==> src/rtl/img_rsz_pkg.sv <==
// Shared types and default geometry for the image resizer pipeline.
package ImgRszPkg;

    localparam int RSZ_IMG_WIDTH_SIZE  = 8;
    localparam int RSZ_IMG_HEIGHT_SIZE = 8;
    localparam int PXL_PRIM_COLOR_NUM  = 1;
    localparam int PXL_PRIM_COLOR_W    = 8;
    localparam int BLK_SUM_MAX_W       = 22;
    localparam int BLK_MAX_SZ_W        = 14;

    // Index width that stays at least one bit for degenerate single-entry dimensions.
    function automatic int idxW(input int n);
        return (n > 1) ? $clog2(n) : 1;
    endfunction

    localparam int RSZ_IMG_WIDTH_IDX_W  = idxW(RSZ_IMG_WIDTH_SIZE);
    localparam int RSZ_IMG_HEIGHT_IDX_W = idxW(RSZ_IMG_HEIGHT_SIZE);

    typedef logic [BLK_SUM_MAX_W-1:0]               BlkVal_t;
    typedef logic [PXL_PRIM_COLOR_W-1:0]            RszPxlData_t;
    typedef logic [$clog2(BLK_MAX_SZ_W+1)-1:0]      ShAmt_t;
    typedef BlkVal_t [RSZ_IMG_HEIGHT_SIZE-1:0][RSZ_IMG_WIDTH_SIZE-1:0] BlkBuf_t;
    typedef BlkBuf_t [PXL_PRIM_COLOR_NUM-1:0]       FcBlkBuf_t;
    typedef RszPxlData_t [PXL_PRIM_COLOR_NUM-1:0]   FcRszPxlData_t;

    typedef enum logic {FWD_IDLE, FWD_RUN} PxlFwdState_t;

endpackage

==> src/rtl/img_rsz_pxl_norm.sv <==
// Normalises one block sum to a resized primary (average shift or max pass-through, saturated).
// Latency: combinational.
// Backpressure: none, pure function of its inputs.
module img_rsz_pxl_norm #(
    parameter string ALGORITHM = "AVR-POOLING",
    parameter int    SUM_W     = 22,
    parameter int    COLOR_W   = 8,
    parameter int    SHAMT_MAX = 14,
    parameter int    SHAMT_W   = 4
) (
    input  logic [SUM_W-1:0]   blkVal,
    input  logic [SHAMT_W-1:0] shAmt,
    output logic [COLOR_W-1:0] pxlData
);

    localparam logic [SUM_W-1:0]   SAT_SUM = SUM_W'((1 << COLOR_W) - 1);
    localparam logic [COLOR_W-1:0] SAT_PXL = '1;

    logic [SHAMT_W-1:0] effShamt;
    logic [SUM_W-1:0]   q;

    always_comb begin
        // Out-of-range shift codes clamp to the largest block size instead of wrapping.
        effShamt = (shAmt > SHAMT_W'(SHAMT_MAX)) ? SHAMT_W'(SHAMT_MAX) : shAmt;
        if (ALGORITHM == "MAX-POOLING") begin
            q = blkVal;
        end else begin
            q = blkVal >> effShamt;
        end
        pxlData = (q > SAT_SUM) ? SAT_PXL : q[COLOR_W-1:0];
    end

endmodule

==> src/rtl/img_rsz_pxl_fwd.sv <==
// Captures a finished block buffer and streams its normalised pixels in raster order.
// Latency: first pixel valid one cycle after capture, then one pixel per accepted cycle.
// Backpressure: pxl_rdy_i low holds the current pixel; blk_rdy_o low for the whole frame.
module img_rsz_pxl_fwd
    import ImgRszPkg::*;
#(
    parameter string ALGORITHM = "AVR-POOLING",
    parameter int    RSZ_W     = RSZ_IMG_WIDTH_SIZE,
    parameter int    RSZ_H     = RSZ_IMG_HEIGHT_SIZE,
    parameter int    COLOR_NUM = PXL_PRIM_COLOR_NUM,
    parameter int    COLOR_W   = PXL_PRIM_COLOR_W,
    parameter int    SUM_W     = BLK_SUM_MAX_W,
    parameter int    SHAMT_MAX = BLK_MAX_SZ_W
) (
    input  logic                                                   clk,
    input  logic                                                   rst_n,
    input  logic [COLOR_NUM-1:0][RSZ_H-1:0][RSZ_W-1:0][SUM_W-1:0] blk_buf_i,
    input  logic [$clog2(SHAMT_MAX+1)-1:0]                         blk_shamt_i,
    input  logic                                                   blk_vld_i,
    output logic                                                   blk_rdy_o,
    output logic [COLOR_NUM-1:0][COLOR_W-1:0]                      pxl_data_o,
    output logic [idxW(RSZ_W)-1:0]                                 pxl_col_o,
    output logic [idxW(RSZ_H)-1:0]                                 pxl_row_o,
    output logic                                                   pxl_last_o,
    output logic                                                   pxl_vld_o,
    input  logic                                                   pxl_rdy_i
);

    localparam int COL_W   = idxW(RSZ_W);
    localparam int ROW_W   = idxW(RSZ_H);
    localparam int SHAMT_W = $clog2(SHAMT_MAX + 1);

    localparam logic [COL_W-1:0] COL_LAST = COL_W'(RSZ_W - 1);
    localparam logic [ROW_W-1:0] ROW_LAST = ROW_W'(RSZ_H - 1);

    PxlFwdState_t state;
    logic         blkRdy;
    logic         pxlVld;
    logic [ROW_W-1:0] rowIdx;
    logic [COL_W-1:0] colIdx;
    logic         lastPxl;

    logic [COLOR_NUM-1:0][RSZ_H-1:0][RSZ_W-1:0][SUM_W-1:0] capBuf;
    logic [SHAMT_W-1:0]                                    capShamt;
    logic [COLOR_NUM-1:0][COLOR_W-1:0]                     normPxl;

    assign lastPxl = (rowIdx == ROW_LAST) && (colIdx == COL_LAST);

    // Data path has no reset; contents are only observed after a capture.
    always_ff @(posedge clk) begin
        if (state == FWD_IDLE && blk_vld_i) begin
            capBuf   <= blk_buf_i;
            capShamt <= blk_shamt_i;
        end
    end

    always_ff @(posedge clk) begin
        if (!rst_n) begin
            state  <= FWD_IDLE;
            blkRdy <= 1'b1;
            pxlVld <= 1'b0;
            rowIdx <= '0;
            colIdx <= '0;
        end else begin
            case (state)
                FWD_IDLE: begin
                    if (blk_vld_i) begin
                        state  <= FWD_RUN;
                        blkRdy <= 1'b0;
                        pxlVld <= 1'b1;
                        rowIdx <= '0;
                        colIdx <= '0;
                    end
                end
                FWD_RUN: begin
                    if (pxl_rdy_i) begin
                        if (lastPxl) begin
                            state  <= FWD_IDLE;
                            blkRdy <= 1'b1;
                            pxlVld <= 1'b0;
                            rowIdx <= '0;
                            colIdx <= '0;
                        end else if (colIdx == COL_LAST) begin
                            colIdx <= '0;
                            rowIdx <= rowIdx + 1'b1;
                        end else begin
                            colIdx <= colIdx + 1'b1;
                        end
                    end
                end
                default: begin
                    state  <= FWD_IDLE;
                    blkRdy <= 1'b1;
                    pxlVld <= 1'b0;
                    rowIdx <= '0;
                    colIdx <= '0;
                end
            endcase
        end
    end

    for (genvar c = 0; c < COLOR_NUM; c++) begin : gNorm
        img_rsz_pxl_norm #(
            .ALGORITHM (ALGORITHM),
            .SUM_W     (SUM_W),
            .COLOR_W   (COLOR_W),
            .SHAMT_MAX (SHAMT_MAX),
            .SHAMT_W   (SHAMT_W)
        ) uNorm (
            .blkVal  (capBuf[c][rowIdx][colIdx]),
            .shAmt   (capShamt),
            .pxlData (normPxl[c])
        );
    end

    assign blk_rdy_o  = blkRdy;
    assign pxl_vld_o  = pxlVld;
    assign pxl_row_o  = rowIdx;
    assign pxl_col_o  = colIdx;
    assign pxl_last_o = pxlVld && lastPxl;
    assign pxl_data_o = pxlVld ? normPxl : '0;

endmodule

==> config.mk <==
export PLATFORM = sky130hd
export DESIGN_NAME = img_rsz_pxl_fwd
export DESIGN_NICKNAME = d
export VERILOG_FILES = /design/src/rtl/img_rsz_pkg.sv /design/src/rtl/img_rsz_pxl_norm.sv /design/src/rtl/img_rsz_pxl_fwd.sv
export SDC_FILE = /design/constraint.sdc
export NUM_CORES = 1
export LEC_CHECK = 0
export CAP_MARGIN = 0
export CORE_AREA = 2 2 556 558
export CTS_CLUSTER_SIZE = 25
export DETAILED_ROUTE_END_ITERATION = 10
export DIE_AREA = 0 0 558 560
export GPL_TIMING_DRIVEN = 0
export PLACE_DENSITY = 0.39
export SYNTH_ARGS = -nofsm -noshare
export SYNTH_HDL_FRONTEND = slang
export SYNTH_HIERARCHICAL = 1
export SYNTH_SLANG_ARGS = --single-unit
export TNS_END_PERCENT = 100
==> constraint.sdc <==
create_clock -name clk -period 70.7 [get_ports clk]
set_input_delay 7.07 -clock clk [delete_from_list [all_inputs] [get_ports clk]]
set_output_delay 7.07 -clock clk [all_outputs]
set_load 0.1 [all_outputs]
== Yosys cells after proc, flatten, opt, wreduce, memory -nomap -nowiden ==
Cells that the tools add are included.
Storage, ports and cells
  logic and storage cells: 118
  output and inout bits: 17
  register bits after elaboration: 1421
Cells by class
  $add $sub $neg: 2
  reductions and logical operators: 6
  bitwise gates (word level): 1
  muxes and demuxes: 28
  shifts and indexed selects: 1
  equality and inequality tests: 6
  magnitude comparators: 4
Operator list (number)
  $bmux 176 s3: 1
  $mux 176: 1
  $bmux 22 s3: 1
  $gt 22x8->1 const B: 1
  $mux 22: 1
  $shr 22x4->22: 1
  $mux 3: 7
  $mux 8: 2
  $pmux 3 s2: 2
  $mux 1: 9
  $lt 3x4->1 const B: 2
  $add 3x1->3 const B: 2
  $eq 3x3->1 const B: 2
  $pmux 1 s2: 3
  $reduce_and 3->1: 2
  $gt 4x4->1 const B: 1
  $mux 4: 1
  $ne 2x2->1 const B: 2
  $logic_and 1x1->1: 3
  $ne 3x1->1 const B: 1
  $ne 2x1->1 const B: 1
  $reduce_and 2->1: 1
  $not 1->1: 1

== Longest topological paths before layout ==
Gate-level depths: netlist of the first run.
  depth in word-level cells: 8
  depth in mapped cells: 18

== By module ==
Netlist of the first run, hierarchy kept.
By module, submodules not included
  img_rsz_pxl_fwd: times used 1, cells an instance 2238, area an instance 54103.1 µm², sequential area each 42580.8 µm²
  img_rsz_pxl_norm: times used 1, cells an instance 178, area an instance 1192.4 µm², sequential area each 0.0 µm²

== Least setup slack after synthesis of the first run ==
Ideal clock, no wire load.
  path kind: input to register
  from: in blk_vld_i
  to: reg colIdx[0] (netlist: pxl_col_o[0])
  buffers on the path: 0
  setup slack: -5.668 ns
  required time: 70.626 ns
  arrival: 76.294 ns
  cell stages on the path: 5
  cells stage by stage: nor2b_1 a21oi_1 nor4b_1 a21oi_1 nor2b_1
Between the ends
  word-level cells in the longest chain between the ends: 2
Ends and longest elaborated chain
  start: declaration: line img_rsz_pxl_fwd.sv:19  | input logic blk_vld_i,
  $ne 2x2->1 (no source line)
  $reduce_and 2->1 (no source line)
  end signal: assignment: line img_rsz_pxl_fwd.sv:87  | colIdx <= colIdx + 1'b1;
  end: declaration: line img_rsz_pxl_fwd.sv:40  | logic [COL_W-1:0] colIdx;
Every way passes these cells.
A chain may end at the register's enable or synchronous reset.

==> flow_summary_export.csv, run 1 <==
group,metric,value,unit
logic_synthesis,synth-async-reset-ratio,0,%
logic_synthesis,synth_edf_count,1412,
setup_path,critical_path.max_stage_delay,1030,ps
power_and_ir_drop,p_sw,523,uW
sta,finalCriticalPeriod,15850,ps
logic_synthesis,yosys.area.top_type,"edfxtp_1",
floorplanning,dieArea,0.312,mm^2
layout,synthToLayoutAreaGrowth,48.2,%
routing,totalWireLength,307000,um
grt,grt_usage,19.1,%
sta,rsz0062_at_grt,"no",
clock_network,postCtsSetupRepairBufs,0,
layout,final_cell_mix,"clkdlybuf4s50_1, edfxtp_1, mux4_2",
setup_path,cp_top_family,"buffers and inverters",
routing,ant_nets,0,
floorplanning,ios,1433,
floorplanning,core,0.307,mm^2
setup_path,endpoint_kind,"output pin",
floorplanning,rows,204,
clock_network,cts-root-buf,"clkbuf_16",
setup_path,critPathBufInv,4,
power_and_ir_drop,totalPowerFinal,2160,uW
logic_synthesis,synth-seq-cells,1421,
sta,finalSetupTns,0,ps
logic_synthesis,yosysWarnings,6,
run_status,status,"finished, final reports clean",
clock_network,cts_resized,0,
job,drv.max_cap_violation_count,0,
layout,post-route-util,26.7,%
clock_network,cts_tree,"built",
sta,report.final.setup_viol,0,
sta,hold_slack,524,ps
sta,hold_violations,0,
floorplanning,dieHeight,560,um
clock_network,clk_pin_slew_worst_paths,60,ps
logic_synthesis,yosysUniqueCellTypes,62,
routing,dr.first_iter.drc_count,2820,
power_and_ir_drop,seqPwrFrac,46.9,%
grt,grt_max_degree,36,
grt,grt_overflow,0,
setup_path,worstPathMaxFanout,10,
logic_synthesis,synthCells,2416,
logic_synthesis,yosysTopAreaCellShare,76.7,%
logic_synthesis,synth.avg_cell_area,22.9,um^2
power_and_ir_drop,swShare,24.2,%
power_and_ir_drop,p_int,1640,uW
setup_path,slowest_stage,"clkdlybuf4s50_1",
power_and_ir_drop,power.leakage,0.0260,uW
logic_synthesis,synthFlopType,"edfxtp_1",
sta,post-route-period-util,22.4,%
grt,grt_pass1_wl,384000,um
clock_network,worstSkewPairLatency,850,ps
setup_path,cp_common_cell,"buf_2",
setup_path,crit_required,63630,ps
clock_network,cts_sinks,1421,
place,place_congestion,0.826,
layout,drive_gt1_share,19.7,%
setup_path,worstSetupPathType,"flop to output pin",
setup_path,worstPathArrival,8780,ps
routing,drc,0,
power_and_ir_drop,clock_power_share,42.5,%
layout,fill_cells,30993,
logic_synthesis,seq_area_frac_synth,77.0,%
routing,dr.pass1.iters,5,
clock_network,postCtsHoldBufs,0,
floorplanning,die_w,558,um
layout,fin_nets,5511,
place,hpwl,253000,um
grt,antenna_found_initial,256,
sta,slew_violations,0,
sta,skew,48.3,ps
setup_path,path_cells,"buf_2 > buf_2 > buf_2 > mux2i_1 > nand2_1 > o211ai_1 > o31ai_1 > and2_1 > a2111oi_0 > o221a_2 > or4b_4 > nor4_4 > a21oi_1 > and2_1 > clkdlybuf4s50_1",
logic_synthesis,yosys-top-cells-area,"edfxtp_1, mux4_2, mux2i_1",
sta,tightest_slew,1440,ps
clock_network,clock_path_buffers,4,
clock_network,cts_buffers,181,
power_and_ir_drop,p_per_area,26.4,mW/mm^2
logic_synthesis,syn_nets,3836,
clock_network,htree_levels,4,
floorplanning,initial_utilization,18.0,%
sta,max_freq,0.0631,GHz
logic_synthesis,syn_area,0.0553,mm^2
routing,wire_per_inst,36.5,um
power_and_ir_drop,ir_drop,0.0158,mV
sta,max-slew-margin-rel,3.37,%
routing,drt-vias-per-instance,4.01,
setup_path,start_kind,"flop",
worst_hold_path,hold_path.class,"flop to flop",
place,portBuffers,1432,
power_and_ir_drop,pwr-share-comb,10.6,%
layout,final_common_cell,"clkdlybuf4s50_1",
grt,grt_pass1_vias,35570,
routing,vias,33678,
-- routing by layer --
metal / wire length, um / vias up / GRT usage, %
met4: 6870 / 164 / 3.87
li1: - / 13848 / -
met2: 145000 / 1754 / 31.7
met5: 1050 / - / 0
met3: 30100 / 535 / 7.31
met1: 124000 / 17377 / 23.5
-- cells in the mapped netlist (3+ instances only) --
library cell  count
edfxtp_1       1412
nand3_1           6
or2_2             3
o31ai_1          14
dfxtp_1           9
nor3_1            4
a21oi_1          23
buf_2            41
ha_1              4
a221oi_1          3
buf_4            25
o21ai_1           3
inv_1             3
o211ai_1         16
nor2_1           53
o41ai_1           7
and2_1           15
o221ai_1         21
a22oi_1           4
clkbuf_1         34
mux2i_1          58
a21o_1            7
o22ai_1          44
nor2b_1          20
buf_1             9
mux4_2          381
a31oi_1           8
nand2b_1          4
o21ai_0          20
a211oi_1         25
nand2_1          52
a21boi_0          6
buf_6            28
mux2_2           19
-- kinds of logic (layout without fill, tap and decap cells) --
kind of cell	after synthesis	in the layout	synth area share, %
AOI/OAI and AO/OA	215	215	2.70
muxes	459	459	17.0
other	0	54	0
and+or+nand+nor	174	174	1.56
adders and majority gates	4	4	0.0905
buffers and inverters	143	1956	1.66
DFF	1421	1421	77.0
-- stage by stage --
stage	instance area [um^2]	std cells	worst slack [ps]
floorplan	55300	2416	23150
global placement	74800	7968	-1740
detailed placement	76100	8028	55340
CTS	81800	8349	54350
global route	81800	8357	54360
finish	81900	8403	54850
-- final cells by class --
cell class | count | area, um^2 | area share, %
multi-input cells | 852 | 11900 | 14.5
diodes | 54 | 135 | 0.165
inverters | 4 | 15.0 | 0.0183
clock inverters | 95 | 935 | 1.14
plain buffers | 139 | 915 | 1.12
well taps | 4120 | 5150 | 6.29
flip-flops and latches | 1421 | 42600 | 52.0
clock buffers | 226 | 4790 | 5.85
repair buffers | 1492 | 15500 | 19.0
-- registers in the layout, summed over array words and instances, names as in the netlist --
signal	cells
capBuf	1408
capShamt	4
pxl_col_o	3
pxl_row_o	3
blk_rdy_o	1
pxl_vld_o	1
state	1
-- path summary, 6_finish.rpt --
| check | startpoint | end | slack, ps | cells after the start |
|---|---|---|---|---|
| max | pxl_col_o[0] | pxl_data_o[2] | 54850 | 15 |
| min | blk_rdy_o | blk_rdy_o | 520 | 2 |
| max reg2reg | state | capBuf[659] | 66810 | 11 |
| min reg2reg | blk_rdy_o | blk_rdy_o | 520 | 2 |
-- worst reg2reg max path: stages (launching register included) --
cell     delay (ps)
dfxtp_1         400
nor2b_4         670
buf_12          280
buf_16          200
buf_12          230
buf_12          250
buf_12          250
buf_12          280
buf_12          270
buf_12          240
buf_12          270
buf_16          220
-- power by group through the flow --
stage | Combinational [uW] | Clock, uW | Sequential (uW)
2_1_floorplan | 77.4 | 0 | 1100
3_3_place_gp | 220 | 0 | 1150
3_5_place_dp | 235 | 0 | 1030
4_1_cts | 236 | 953 | 1020
5_1_grt | 244 | 979 | 1020
6_report | 230 | 920 | 1020
(Power assumes the default switching activity.)
==> inputs of run 2 (changes only) <==
- CORE_AREA: 2 2 556 558 -> 2 2 559 561
- DIE_AREA: 0 0 558 560 -> 0 0 561 563
- PLACE_DENSITY: 0.39 -> 0.38
- clock period: 70.7 -> 14.7 ns (I/O delays scaled with it)
==> run 2 against run 1 <==
Compared with the run above:
- the run now ends with max-capacitance violations, max-slew violations left
- global-route usage down 0.27 points
- power grew to 4.9 times the previous value
- die area increased by 1.1%
- sequential share of layout area is 0.16 points lower
- design area rose by 0.32%
- clock power rose to 5.0 times the previous value
- largest power group unchanged
- cell count is 0.54% higher
- register-to-register slack got worse by 55000 ps
==> flow_summary_export.csv, run 2 (same netlist as run 1, synthesis figures left out) <==
group,metric,value,unit
run_status,status,"finished, violations left",
run_status,violations,"max-capacitance violations, max-slew violations",
place,hpwl,252000,um
clock_network,postCtsHoldBufs,0,
floorplanning,initial_utilization,17.8,%
floorplanning,dieArea,0.316,mm^2
power_and_ir_drop,p_int,7990,uW
place,place_congestion,0.833,
routing,drt-vias-per-instance,4.03,
layout,final_common_cell,"clkdlybuf4s50_1",
sta,finalCriticalPeriod,10130,ps
setup_path,worstPathMaxFanout,10,
floorplanning,dieHeight,563,um
layout,top_register,"capBuf",
floorplanning,ios,1433,
layout,reg.largest.list,"capBuf x1408, capShamt x4",
sta,tightest_slew,1620,ps
sta,hold_violations,0,
power_and_ir_drop,pwr-share-comb,10.4,%
grt,grt_max_degree,36,
clock_network,cts_buffers,185,
power_and_ir_drop,ir_drop,0.0773,mV
power_and_ir_drop,p_per_area,128,mW/mm^2
grt,grt_pass1_vias,35636,
clock_network,htree_levels,4,
setup_path,worstSetupPathType,"flop to output pin",
clock_network,cts_tree,"built",
layout,synthToLayoutAreaGrowth,48.7,%
layout,drive_gt1_share,19.9,%
clock_network,postCtsSetupRepairBufs,0,
routing,vias,34020,
layout,fin_nets,5517,
sta,finalSetupTns,0,ps
routing,drc,0,
clock_network,cts_resized,0,
power_and_ir_drop,clock_power_share,43.3,%
power_and_ir_drop,seqPwrFrac,46.3,%
grt,grt_pass1_wl,384000,um
sta,max_freq,0.0987,GHz
clock_network,cts_sinks,1421,
place,portBuffers,1432,
setup_path,endpoint_kind,"output pin",
clock_network,clk_pin_slew_worst_paths,60,ps
power_and_ir_drop,power.leakage,0.0262,uW
power_and_ir_drop,swShare,24.2,%
grt,grt_overflow,0,
sta,slew_violations,13,
layout,post-route-util,26.5,%
routing,dr.first_iter.drc_count,3002,
grt,grt_usage,18.9,%
sta,skew,35.0,ps
setup_path,worstPathArrival,8660,ps
layout,fill_cells,31492,
floorplanning,die_w,561,um
floorplanning,core,0.310,mm^2
setup_path,reg2reg_slack,11330,ps
routing,totalWireLength,306000,um
setup_path,crit_required,13230,ps
grt,antenna_found_initial,282,
routing,dr.pass1.iters,5,
routing,wire_per_inst,36.3,um
setup_path,start_kind,"flop",
layout,final_cell_mix,"clkdlybuf4s50_1, edfxtp_1, mux4_2",
sta,max-slew-margin-rel,-8.89,%
job,drv.max_cap_violation_count,3,
clock_network,worstSkewPairLatency,860,ps
layout,largest_reg_flops,1408,
clock_network,cts-root-buf,"clkbuf_16",
clock_network,clock_path_buffers,4,
sta,rsz0062_at_grt,"no",
routing,ant_nets,0,
power_and_ir_drop,p_sw,2560,uW
floorplanning,rows,205,
sta,post-route-period-util,68.9,%
worst_hold_path,hold_path.class,"flop to flop",
sta,report.final.setup_viol,0,
==> run 2: changes by cell type in the layout (fill, tap and decap cells not counted), moves of 2 or more <==
cell	change
a211oi_1	+2
a211oi_2	-2
inv_6	+6
diode_2	+12
clkbuf_2	-3
inv_16	+2
clkinv_2	+7
bufinv_16	+5
==> run 2: final cells by class <==
| cell class | instances | area [um^2] | area share [%] |
|---|---|---|---|
| Tap cell | 4140 | 5180 | 6.30 |
| Sequential cell | 1421 | 42600 | 51.8 |
| Buffer | 139 | 911 | 1.11 |
| Antenna cell | 66 | 165 | 0.201 |
| Clock buffer | 221 | 4760 | 5.80 |
| Clock inverter | 111 | 1150 | 1.40 |
| Inverter | 4 | 15.0 | 0.0183 |
| Timing Repair Buffer | 1494 | 15600 | 18.9 |
| Multi-Input combinational cell | 852 | 11900 | 14.4 |
==> run 2: routing by layer <==
layer / wire length [um] / vias up / global-route usage (%)
li1: - / 13881 / -
met1: 123000 / 17624 / 23.2
met2: 145000 / 1747 / 31.2
met3: 29900 / 592 / 7.25
met4: 7060 / 176 / 4.09
met5: 1170 / - / 0
==> run 2: final timing paths <==
check | start | to | depth (start not counted)
min reg2reg | blk_rdy_o | blk_rdy_o | 2
min | blk_rdy_o | blk_rdy_o | 2
max | pxl_col_o[0] | pxl_data_o[6] | 15
max reg2reg | pxl_row_o[2] | pxl_row_o[2] | 8
==> run 2: critical path, cell delays in order (launching register included) <==
cell and delay (ps):
dfxtp_1 870, buf_2 660, buf_2 540, buf_2 530, mux2i_1 600, nand2_1 210
o211ai_1 490, o31ai_1 400, and2_1 290, a2111oi_0 430, o221a_2 310, or4b_4 480
nor4_4 480, a32oi_1 150, and2_1 180, clkdlybuf4s50_1 1090
==> run 2: through the flow <==
stage | worst slack (ps) | instance area (um^2) | hold WS, ps | power, uW | instances
6_report | 4570 | 82200 | 514 | 10500 | 8448
3_3_place_gp | -23070 | 74800 | 539 | 6330 | 7988
2_1_floorplan | -10230 | 55300 | 551 | 5480 | 2416
3_5_place_dp | 4990 | 76100 | 508 | 6090 | 8050
4_1_cts | 3970 | 82000 | 514 | 10700 | 8382
5_1_grt | 3970 | 82100 | 576 | 10900 | 8399
==> run 2: power by group through the flow <==
| stage | Combinational (uW) | Clock [uW] | Sequential (uW) |
|---|---|---|---|
| 3_5_place_dp | 1110 | 0 | 4970 |
| 5_1_grt | 1160 | 4860 | 4900 |
| 2_1_floorplan | 372 | 0 | 5100 |
| 4_1_cts | 1120 | 4730 | 4890 |
| 6_report | 1090 | 4570 | 4880 |
| 3_3_place_gp | 1040 | 0 | 5290 |
